==> src/rtl/fpu_pkg.sv <==
// Shared binary32 types and constants for the FPU datapath blocks.
package fpu_pkg;

    typedef struct packed {
        logic        sign;
        logic [7:0]  exp;
        logic [22:0] frac;
    } fp32_t;

    typedef struct packed {
        logic invalid;
        logic overflow;
        logic underflow;
        logic inexact;
    } fpu_flags_t;

    localparam int          FP32_BIAS    = 127;
    localparam logic [7:0]  FP32_EXP_MAX = 8'hFF;
    localparam logic [31:0] FP32_QNAN    = 32'hFFFF_FFFF;

endpackage

==> src/rtl/fpu_round_rne.sv <==
// Normalises a 48-bit significand product (leading one at bit 47 or 46) and
// rounds it to a 23-bit fraction, round-to-nearest ties-to-even.
module fpu_round_rne (
    input  logic [47:0]       mant,
    input  logic signed [9:0] exp_in,
    output logic [22:0]       frac,
    output logic signed [9:0] exp_out,
    output logic              inexact
);

    logic [47:0]       norm;
    logic signed [9:0] exp_n;
    logic [22:0]       frac_t;
    logic              g, r, s, up;
    logic [23:0]       sum;

    assign norm   = mant[47] ? mant : {mant[46:0], 1'b0};
    assign exp_n  = exp_in + $signed({9'd0, mant[47]});
    assign frac_t = norm[46:24];
    assign g      = norm[23];
    assign r      = norm[22];
    assign s      = |norm[21:0];
    assign up     = g & (r | s | frac_t[0]);
    assign sum    = {1'b0, frac_t} + {23'd0, up};

    // Carry out of an all-ones fraction leaves frac at zero; only the exponent moves.
    assign frac    = sum[22:0];
    assign exp_out = exp_n + $signed({9'd0, sum[23]});
    assign inexact = g | r | s;

endmodule

==> src/rtl/fpu_mult_diya.sv <==
// binary32 multiplier: combinational datapath into one output register stage.
// Subnormal operands and results are flushed to signed zero.
module fpu_mult_diya
    import fpu_pkg::*;
(
    input  logic        CLK,
    input  logic        nRST,
    input  logic        valid_in,
    input  logic [31:0] data1,
    input  logic [31:0] data2,
    output logic [31:0] result,
    output logic        valid_out,
    output logic        flag_invalid,
    output logic        flag_overflow,
    output logic        flag_underflow,
    output logic        flag_inexact
);

    fp32_t             a, b;
    logic              a_nan, b_nan, a_inf, b_inf, a_zero, b_zero, sign;
    logic [47:0]       prod;
    logic signed [9:0] exp_raw, exp_r;
    logic [22:0]       frac_r;
    logic              rnd_inexact;
    logic [31:0]       res_n;
    fpu_flags_t        flags_n, flags_q;

    assign a      = data1;
    assign b      = data2;
    assign a_nan  = (a.exp == FP32_EXP_MAX) && (a.frac != '0);
    assign b_nan  = (b.exp == FP32_EXP_MAX) && (b.frac != '0);
    assign a_inf  = (a.exp == FP32_EXP_MAX) && (a.frac == '0);
    assign b_inf  = (b.exp == FP32_EXP_MAX) && (b.frac == '0);
    assign a_zero = (a.exp == '0);
    assign b_zero = (b.exp == '0);
    assign sign   = a.sign ^ b.sign;

    assign prod    = 48'({1'b1, a.frac}) * 48'({1'b1, b.frac});
    assign exp_raw = $signed(10'(a.exp)) + $signed(10'(b.exp)) - 10'sd127;

    fpu_round_rne u_round (
        .mant    (prod),
        .exp_in  (exp_raw),
        .frac    (frac_r),
        .exp_out (exp_r),
        .inexact (rnd_inexact)
    );

    always_comb begin
        res_n   = '0;
        flags_n = '0;
        if (a_nan || b_nan) begin
            res_n           = FP32_QNAN;
            flags_n.invalid = 1'b1;
        end else if ((a_inf && b_zero) || (b_inf && a_zero)) begin
            res_n           = FP32_QNAN;
            flags_n.invalid = 1'b1;
        end else if (a_inf || b_inf) begin
            res_n = {sign, FP32_EXP_MAX, 23'd0};
        end else if (a_zero || b_zero) begin
            res_n = {sign, 31'd0};
        end else if (exp_r >= 10'sd255) begin
            res_n            = {sign, FP32_EXP_MAX, 23'd0};
            flags_n.overflow = 1'b1;
            flags_n.inexact  = 1'b1;
        end else if (exp_r <= 10'sd0) begin
            res_n             = {sign, 31'd0};
            flags_n.underflow = 1'b1;
            flags_n.inexact   = 1'b1;
        end else begin
            res_n           = {sign, exp_r[7:0], frac_r};
            flags_n.inexact = rnd_inexact;
        end
    end

    // Result and flags hold across idle cycles; only valid_out tracks valid_in.
    always_ff @(posedge CLK or negedge nRST) begin
        if (!nRST) begin
            result    <= '0;
            flags_q   <= '0;
            valid_out <= 1'b0;
        end else begin
            valid_out <= valid_in;
            if (valid_in) begin
                result  <= res_n;
                flags_q <= flags_n;
            end
        end
    end

    assign flag_invalid   = flags_q.invalid;
    assign flag_overflow  = flags_q.overflow;
    assign flag_underflow = flags_q.underflow;
    assign flag_inexact   = flags_q.inexact;

endmodule

==> config.mk <==
export PLATFORM = sky130hd
export DESIGN_NAME = fpu_mult_diya
export DESIGN_NICKNAME = d
export VERILOG_FILES = /design/src/rtl/fpu_pkg.sv /design/src/rtl/fpu_round_rne.sv /design/src/rtl/fpu_mult_diya.sv
export SDC_FILE = /design/constraint.sdc
export NUM_CORES = 2
export LEC_CHECK = 0
export ABC_AREA = 1
export BUFFER_PORTS_ARGS = -buffer_cell sky130_fd_sc_hd__buf_2
export CELL_PAD_IN_SITES_DETAIL_PLACEMENT = 0
export CELL_PAD_IN_SITES_GLOBAL_PLACEMENT = 1
export CORE_AREA = 2 2 271 193
export DETAILED_ROUTE_END_ITERATION = 7
export DIE_AREA = 0 0 273 195
export GPL_ROUTABILITY_DRIVEN = 0
export HOLD_SLACK_MARGIN = 0.12
export PLACE_DENSITY_LB_ADDON = 0.2
export SYNTH_ARGS = -nofsm -noshare
export SYNTH_HDL_FRONTEND = slang
export SYNTH_SLANG_ARGS = --single-unit
==> constraint.sdc <==
create_clock -name CLK -period 0.8 [get_ports CLK]
set_input_delay 0.04 -clock CLK [delete_from_list [all_inputs] [get_ports CLK]]
set_output_delay 0.04 -clock CLK [all_outputs]
set_load 0.01 [all_outputs]
Yosys cells after proc, flatten, opt, wreduce, memory -nomap -nowiden
Cells that the tools add are included.
Widths: inputs -> output; s select.
{"block": "totals", "ff_bits": 37, "in_bits": 67, "output_inout_bits": 37, "elab_cells": 57}
{"block": "classes", "add_sub_neg": 5, "mul": 1, "magnitude_cmp": 2, "n_eq_ne": 2, "n_mux": 18, "bitwise_logic": 6, "n_reduce_logical": 17}
{"op": "$mux 31", "count": 4}
{"op": "$mux 32", "count": 2}
{"op": "$mul 24x24->48", "count": 1}
{"op": "$mux 47", "count": 1}
{"op": "$logic_not 23->1", "count": 2}
{"op": "$reduce_bool 23->1", "count": 2}
{"op": "$add 23x1->24", "count": 1}
{"op": "$reduce_or 22->1", "count": 1}
{"op": "$add 10x2->10", "count": 2}
{"op": "$eq 8x8->1 const B", "count": 2}
{"op": "$logic_not 8->1", "count": 2}
{"op": "$mux 3", "count": 4}
{"op": "$ge 10x9->1 const B", "count": 1}
{"op": "$le 10x1->1 const B", "count": 1}
{"op": "$sub 9x7->10 const B", "count": 1}
{"op": "$add 8x8->9", "count": 1}
{"op": "$mux 1", "count": 7}
{"op": "$logic_and 1x1->1", "count": 6}
{"op": "$logic_or 1x1->1", "count": 4}
{"op": "$or 1x1->1", "count": 4}
{"op": "$and 1x1->1", "count": 1}
{"op": "$xor 1x1->1", "count": 1}

Depth between registers and ports, before layout
{"block": "logic_depth", "ltp_word": 15, "depth_mapped": 55, "ltp_nobuf": 52}

Modules after synthesis
From an unflattened synthesis, not the netlist that was laid out.
{"block": "hier_totals", "hier_cells": 3590, "hier_area_um2": 24875.1}
{"mod": "fpu_mult_diya", "n_inst": 1, "cells_each": 3234, "area_each_um2": 23172.2, "seq_area_each_um2": 925.9}
{"mod": "fpu_round_rne", "n_inst": 1, "cells_each": 356, "area_each_um2": 1702.9, "seq_area_each_um2": 0.0}

Worst setup path before layout
Ideal clock, no wire load.
{"block": "synth_path", "kind": "input port to flip-flop", "startpoint": "in data2[3]", "endpoint": "reg result[6]", "setup_ns": 0.066, "t_arrival_ns": 8.684, "required_time_ns": 0.734, "setup_slack_ns": -7.950, "cell_stages": 51, "path_buffers": 3, "path_cell_list": "clkbuf_1 -> clkbuf_1 -> nand2_1 -> fa_1 -> inv_1 -> fa_1 -> inv_1 -> fa_1 -> inv_1 -> fa_1 -> inv_1 -> fa_1 -> inv_1 -> fa_1 -> inv_1 -> fa_1 -> inv_1 -> ha_1 -> [... 15 more ...] -> nand4_1 -> nor2_1 -> fa_1 -> inv_1 -> fa_1 -> o21ai_0 -> nand2_1 -> o311ai_0 -> xnor2_1 -> nand2_1 -> inv_1 -> nand4_1 -> nand3_1 -> nor2_2 -> inv_1 -> a21oi_1 -> o21ai_0 -> nand2_1"}
{"block": "synth_via", "elab_chain_len": 15, "elab_cells_between_ends": 25, "cone_classes": "3 x add/sub; 1 x mul; 2 x order compare; 7 x mux; 3 x bitwise; 9 x reduce/logical"}
{"element": "start, declared", "line_no": "fpu_mult_diya.sv:10", "text": "input logic [31:0] data2,"}
{"element": "$mul 24x24->48", "line_no": "fpu_mult_diya.sv:38", "text": "assign prod = 48'({1'b1, a.frac}) * 48'({1'b1, b.frac});"}
{"element": "$mux 47", "line_no": "fpu_round_rne.sv:17", "text": "assign norm = mant[47] ? mant : {mant[46:0], 1'b0};"}
{"element": "$reduce_or 22->1", "line_no": "fpu_round_rne.sv:22", "text": "assign s = |norm[21:0];"}
{"element": "$or 1x1->1 (2 in series)", "line_no": "fpu_round_rne.sv:23", "text": "assign up = g & (r | s | frac_t[0]);"}
{"element": "$and 1x1->1", "line_no": "fpu_round_rne.sv:23"}
{"element": "$add 23x1->24", "line_no": "fpu_round_rne.sv:24", "text": "assign sum = {1'b0, frac_t} + {23'd0, up};"}
{"element": "$add 10x2->10", "line_no": "fpu_round_rne.sv:28", "text": "assign exp_out = exp_n + $signed({9'd0, sum[23]});"}
{"element": "$le 10x1->1", "line_no": "fpu_mult_diya.sv:66", "text": "end else if (exp_r <= 10'sd0) begin"}
{"element": "$mux 31", "line_no": "fpu_mult_diya.sv:66"}
{"element": "$mux 31", "line_no": "fpu_mult_diya.sv:62", "text": "end else if (exp_r >= 10'sd255) begin"}
{"element": "$mux 31", "line_no": "fpu_mult_diya.sv:60", "text": "end else if (a_zero || b_zero) begin"}
{"element": "$mux 31", "line_no": "fpu_mult_diya.sv:58", "text": "end else if (a_inf || b_inf) begin"}
{"element": "$mux 32", "line_no": "fpu_mult_diya.sv:55", "text": "end else if ((a_inf && b_zero) || (b_inf && a_zero)) begin"}
{"element": "$mux 32 *", "line_no": "fpu_mult_diya.sv:52", "text": "if (a_nan || b_nan) begin"}
{"element": "end signal, assigned", "line_no": "fpu_mult_diya.sv:85", "text": "result <= res_n;"}
{"element": "end, declared", "line_no": "fpu_mult_diya.sv:11", "text": "output logic [31:0] result,"}
Mark *: on every way between the ends. The rest lies on a longest branch, timed or not.
A chain may end at the register's enable or synchronous reset.

Worst setup path in the final report
{"block": "layout_path", "startpoint": "in data1[10]", "endpoint": "reg result[19]"}
{"block": "layout_via", "elab_chain_len": 15, "elab_cells_between_ends": 25, "cone_classes": "3 x add/sub; 1 x mul; 2 x order compare; 7 x mux; 3 x bitwise; 9 x reduce/logical"}
{"element": "start, declared", "line_no": "fpu_mult_diya.sv:9", "text": "input logic [31:0] data1,"}
{"element": "$mul 24x24->48", "line_no": "fpu_mult_diya.sv:38"}
{"element": "$mux 47", "line_no": "fpu_round_rne.sv:17"}
{"element": "$reduce_or 22->1", "line_no": "fpu_round_rne.sv:22"}
{"element": "$or 1x1->1 (2 in series)", "line_no": "fpu_round_rne.sv:23"}
{"element": "$and 1x1->1", "line_no": "fpu_round_rne.sv:23"}
{"element": "$add 23x1->24", "line_no": "fpu_round_rne.sv:24"}
{"element": "$add 10x2->10", "line_no": "fpu_round_rne.sv:28"}
{"element": "$le 10x1->1", "line_no": "fpu_mult_diya.sv:66"}
{"element": "$mux 31", "line_no": "fpu_mult_diya.sv:66"}
{"element": "$mux 31", "line_no": "fpu_mult_diya.sv:62"}
{"element": "$mux 31", "line_no": "fpu_mult_diya.sv:60"}
{"element": "$mux 31", "line_no": "fpu_mult_diya.sv:58"}
{"element": "$mux 32", "line_no": "fpu_mult_diya.sv:55"}
{"element": "$mux 32 *", "line_no": "fpu_mult_diya.sv:52"}
Marked as above.

==> qor.csv <==
stage,metric,value,unit
outcome,status,finished with violations,
outcome,violations,negative setup slack,
timing,worstMarginPinSlew,1.04,ns
cts,cts_buffers,5,
global_routing,antenna_found_initial,1,
cts,cts_sinks,37,
setup_path,cp_max_fo,7,
cts,clk_latency,0.28,ns
yosys,syn_inst,3408,
setup_path,cp_data_required_time,0.97,ns
global_routing,grt_pass1_wl,121000,µm
global_routing,grt_pass1_vias,23600,
yosys,synth-seq-cells,37,
final_layout,nets,4672,
place,dp.final_hpwl,63300,µm
die,die_x,273,µm
yosys,synth_cell_types,42,
timing,hold_violations,0,
timing,slew_headroom,0.305,
detailed_routing,ant_nets,0,
cts,path_clk_slew,0.06,ns
setup_path,crit_type,in2reg,
final_layout,area_growth_syn_to_layout,29.2,%
setup_path,endpoint_kind,flop,
place,io_buffers,103,
timing,fmax,0.117,GHz
detailed_routing,firstDrtPassIters,6,
die,dieHeight,195,µm
global_routing,grt_start_max_net_pins,38,
timing,finalCriticalPeriod,8.51,ns
timing,drv_slew,0,
flow_run,drv_cap,0,
timing,setup_viol,72,
die,start_util,0.477,
die,coreArea,50400,µm²
setup_path,startpoint_type,input pin,
global_routing,grt_usage,0.283,
min_path,worst_hold_path_type,in2reg,
setup_path,cpMaxStageDelayCell,fa_1,
detailed_routing,drt_wl_total,74000,µm
detailed_routing,drt-vias-per-instance,4.91,
timing,postLayoutSetupSlackWorst,-7.71,ns
timing,rsz0062_at_grt,yes,
setup_path,reg2reg_depth,2,
cts,cts_tree,yes,
detailed_routing,wl_per_cell,16.1,µm
die,rows,69,
yosys,avgSynthCellArea,7.05,µm²
global_routing,grt_overflow,0,
final_layout,layout-drive-gt1-share,0.248,
setup_path,crit_arrival,8.68,ns
setup_path,cpPeakStageDelay,0.60,ns
yosys,synth_nets,4147,
timing,whs,0.132,ns
min_path,hold_depth,4,
final_layout,diodes,0,
yosys,synth_warnings,0,
die,dieArea,53200,µm²
yosys,seq_area_frac_synth,0.0385,
detailed_routing,drc,0,
cts,cts-root-buf,clkbuf_16,
setup_path,path_common_cell,buf_4,
detailed_routing,num_vias,22600,
cts,clk_path_buf_depth,2,
timing,skew,0,ns
cts,cts_htree_levels,2,
detailed_routing,first_iter_violations,1527,
yosys,syn_area,24000,µm²
timing,finalCritPeriodShare,10.6,
die,io_pins,104,
==> per-layer routing <==
metal  vias to the layer above  GRT usage  wire (µm)
li1                      10700          -          -
met1                     11100      0.416      34200
met2                       714      0.464      33700
met3                        78     0.0359       5320
met4                         2     0.0281        794
met5                         -          0         12
==> path summary, 6_finish.rpt <==
path                                 start    endpoint  slack [ns]
worst max-delay path             data1[10]  result[19]       -7.71
worst min-delay path             data1[31]  result[31]        0.13
worst max register to register  result[20]  result[20]        0.01
worst min register to register  result[29]  result[29]        0.49
max in group asynchronous             nRST   result[0]        0.34
min in group asynchronous             nRST  result[26]        0.26
==> Yosys cell counts (all sizes together) <==
master / number / area (µm²)
o22ai: 8 / 50.1
nand4: 24 / 163
a32o: 1 / 10.0
o211ai: 2 / 15.0
nor2: 156 / 678
buf: 5 / 57.6
o21ai: 25 / 125
xor2: 21 / 184
ha: 188 / 2350
nor3: 11 / 55.1
o311ai: 1 / 8.76
nand3b: 8 / 60.1
o21a: 4 / 30.0
nand2: 1063 / 4120
clkbuf: 105 / 394
xnor2: 10 / 87.6
inv: 1060 / 3980
a21boi: 1 / 7.51
dfrtp: 37 / 926
nand3: 103 / 526
nor4: 15 / 93.8
o21bai: 7 / 52.6
a22o: 1 / 8.76
o31ai: 2 / 15.0
and2: 2 / 12.5
a21oi: 57 / 293
a21o: 2 / 15.0
a31oi: 1 / 6.26
or2: 3 / 18.8
fa: 484 / 9690
nor3b: 1 / 7.51
==> state kept, by name (all words and copies together), names as in the netlist <==
name / flops
flag_underflow: 1
valid_out: 1
flag_inexact: 1
flag_invalid: 1
flag_overflow: 1
result: 32
==> cell families after synthesis <==
group,count (synthesis),share of synthesized area
XOR/XNOR,31,0.0113
AND/OR/NAND/NOR,1386,0.239
flip-flops,37,0.0385
buffers and inverters,1170,0.184
adder cells (fa/ha/maj),672,0.501
AO/OA/AOI/OAI,112,0.0265
==> layout make-up <==
type	count	area (µm²)
multi-input cells	2202	19900
fillers	4588	19400
repair buffers	627	5300
inverters	1060	3990
flip-flops and latches	37	926
well taps	674	843
clock buffers	6	129
clock inverters	2	10.0
==> metrics by stage <==
step	setup WS (ns)	cell area [µm²]	utilization	cells	setup TNS, ns
detailed placement	-8.30	28800	0.570	4527	-281.69
CTS	-7.47	30000	0.596	4580	-255.57
finish	-7.71	31100	0.616	4608	-261.98
global route	-8.02	31100	0.616	4608	-274.54
floorplan	-7.37	24500	-	3408	-247.89
global placement	-8.09	28800	0.570	4527	-275.77
==> layout by cell type, fill, tap and decap left out, types with 16 or more instances in the layout <==
| master | n |
|---|---|
| a21oi_1 | 43 |
| nand4_1 | 22 |
| nand2_4 | 17 |
| ha_1 | 164 |
| nand2_2 | 110 |
| buf_8 | 16 |
| buf_6 | 37 |
| buf_12 | 24 |
| inv_1 | 1009 |
| xor2_1 | 20 |
| ha_4 | 23 |
| nor2_4 | 23 |
| nand3_2 | 23 |
| inv_2 | 50 |
| buf_2 | 58 |
| buf_4 | 479 |
| fa_1 | 461 |
| nor2_2 | 31 |
| nand3_1 | 78 |
| nor2_1 | 102 |
| dfrtp_1 | 37 |
| fa_2 | 23 |
| nand2_1 | 933 |
==> worst max-delay path: cells and delay by family <==
family / cells / cell delay, ns
buf+inv: 27 / 2.87
fa+ha+maj: 8 / 3.89
simple gates: 19 / 1.86
==> repair_timing <==
item,4_1_cts,5_1_grt
gates cloned,3,3
resized for setup,207,236
buffers inserted,42,30
hold endpoints to repair,37,0
pin swaps,45,88
hold buffers,1,0
endpoints found under the setup margin,73,73
Power is left out: the tool's default activity adds up to more than one toggle a clock period on the data nets, which glitch-free logic cannot reach.
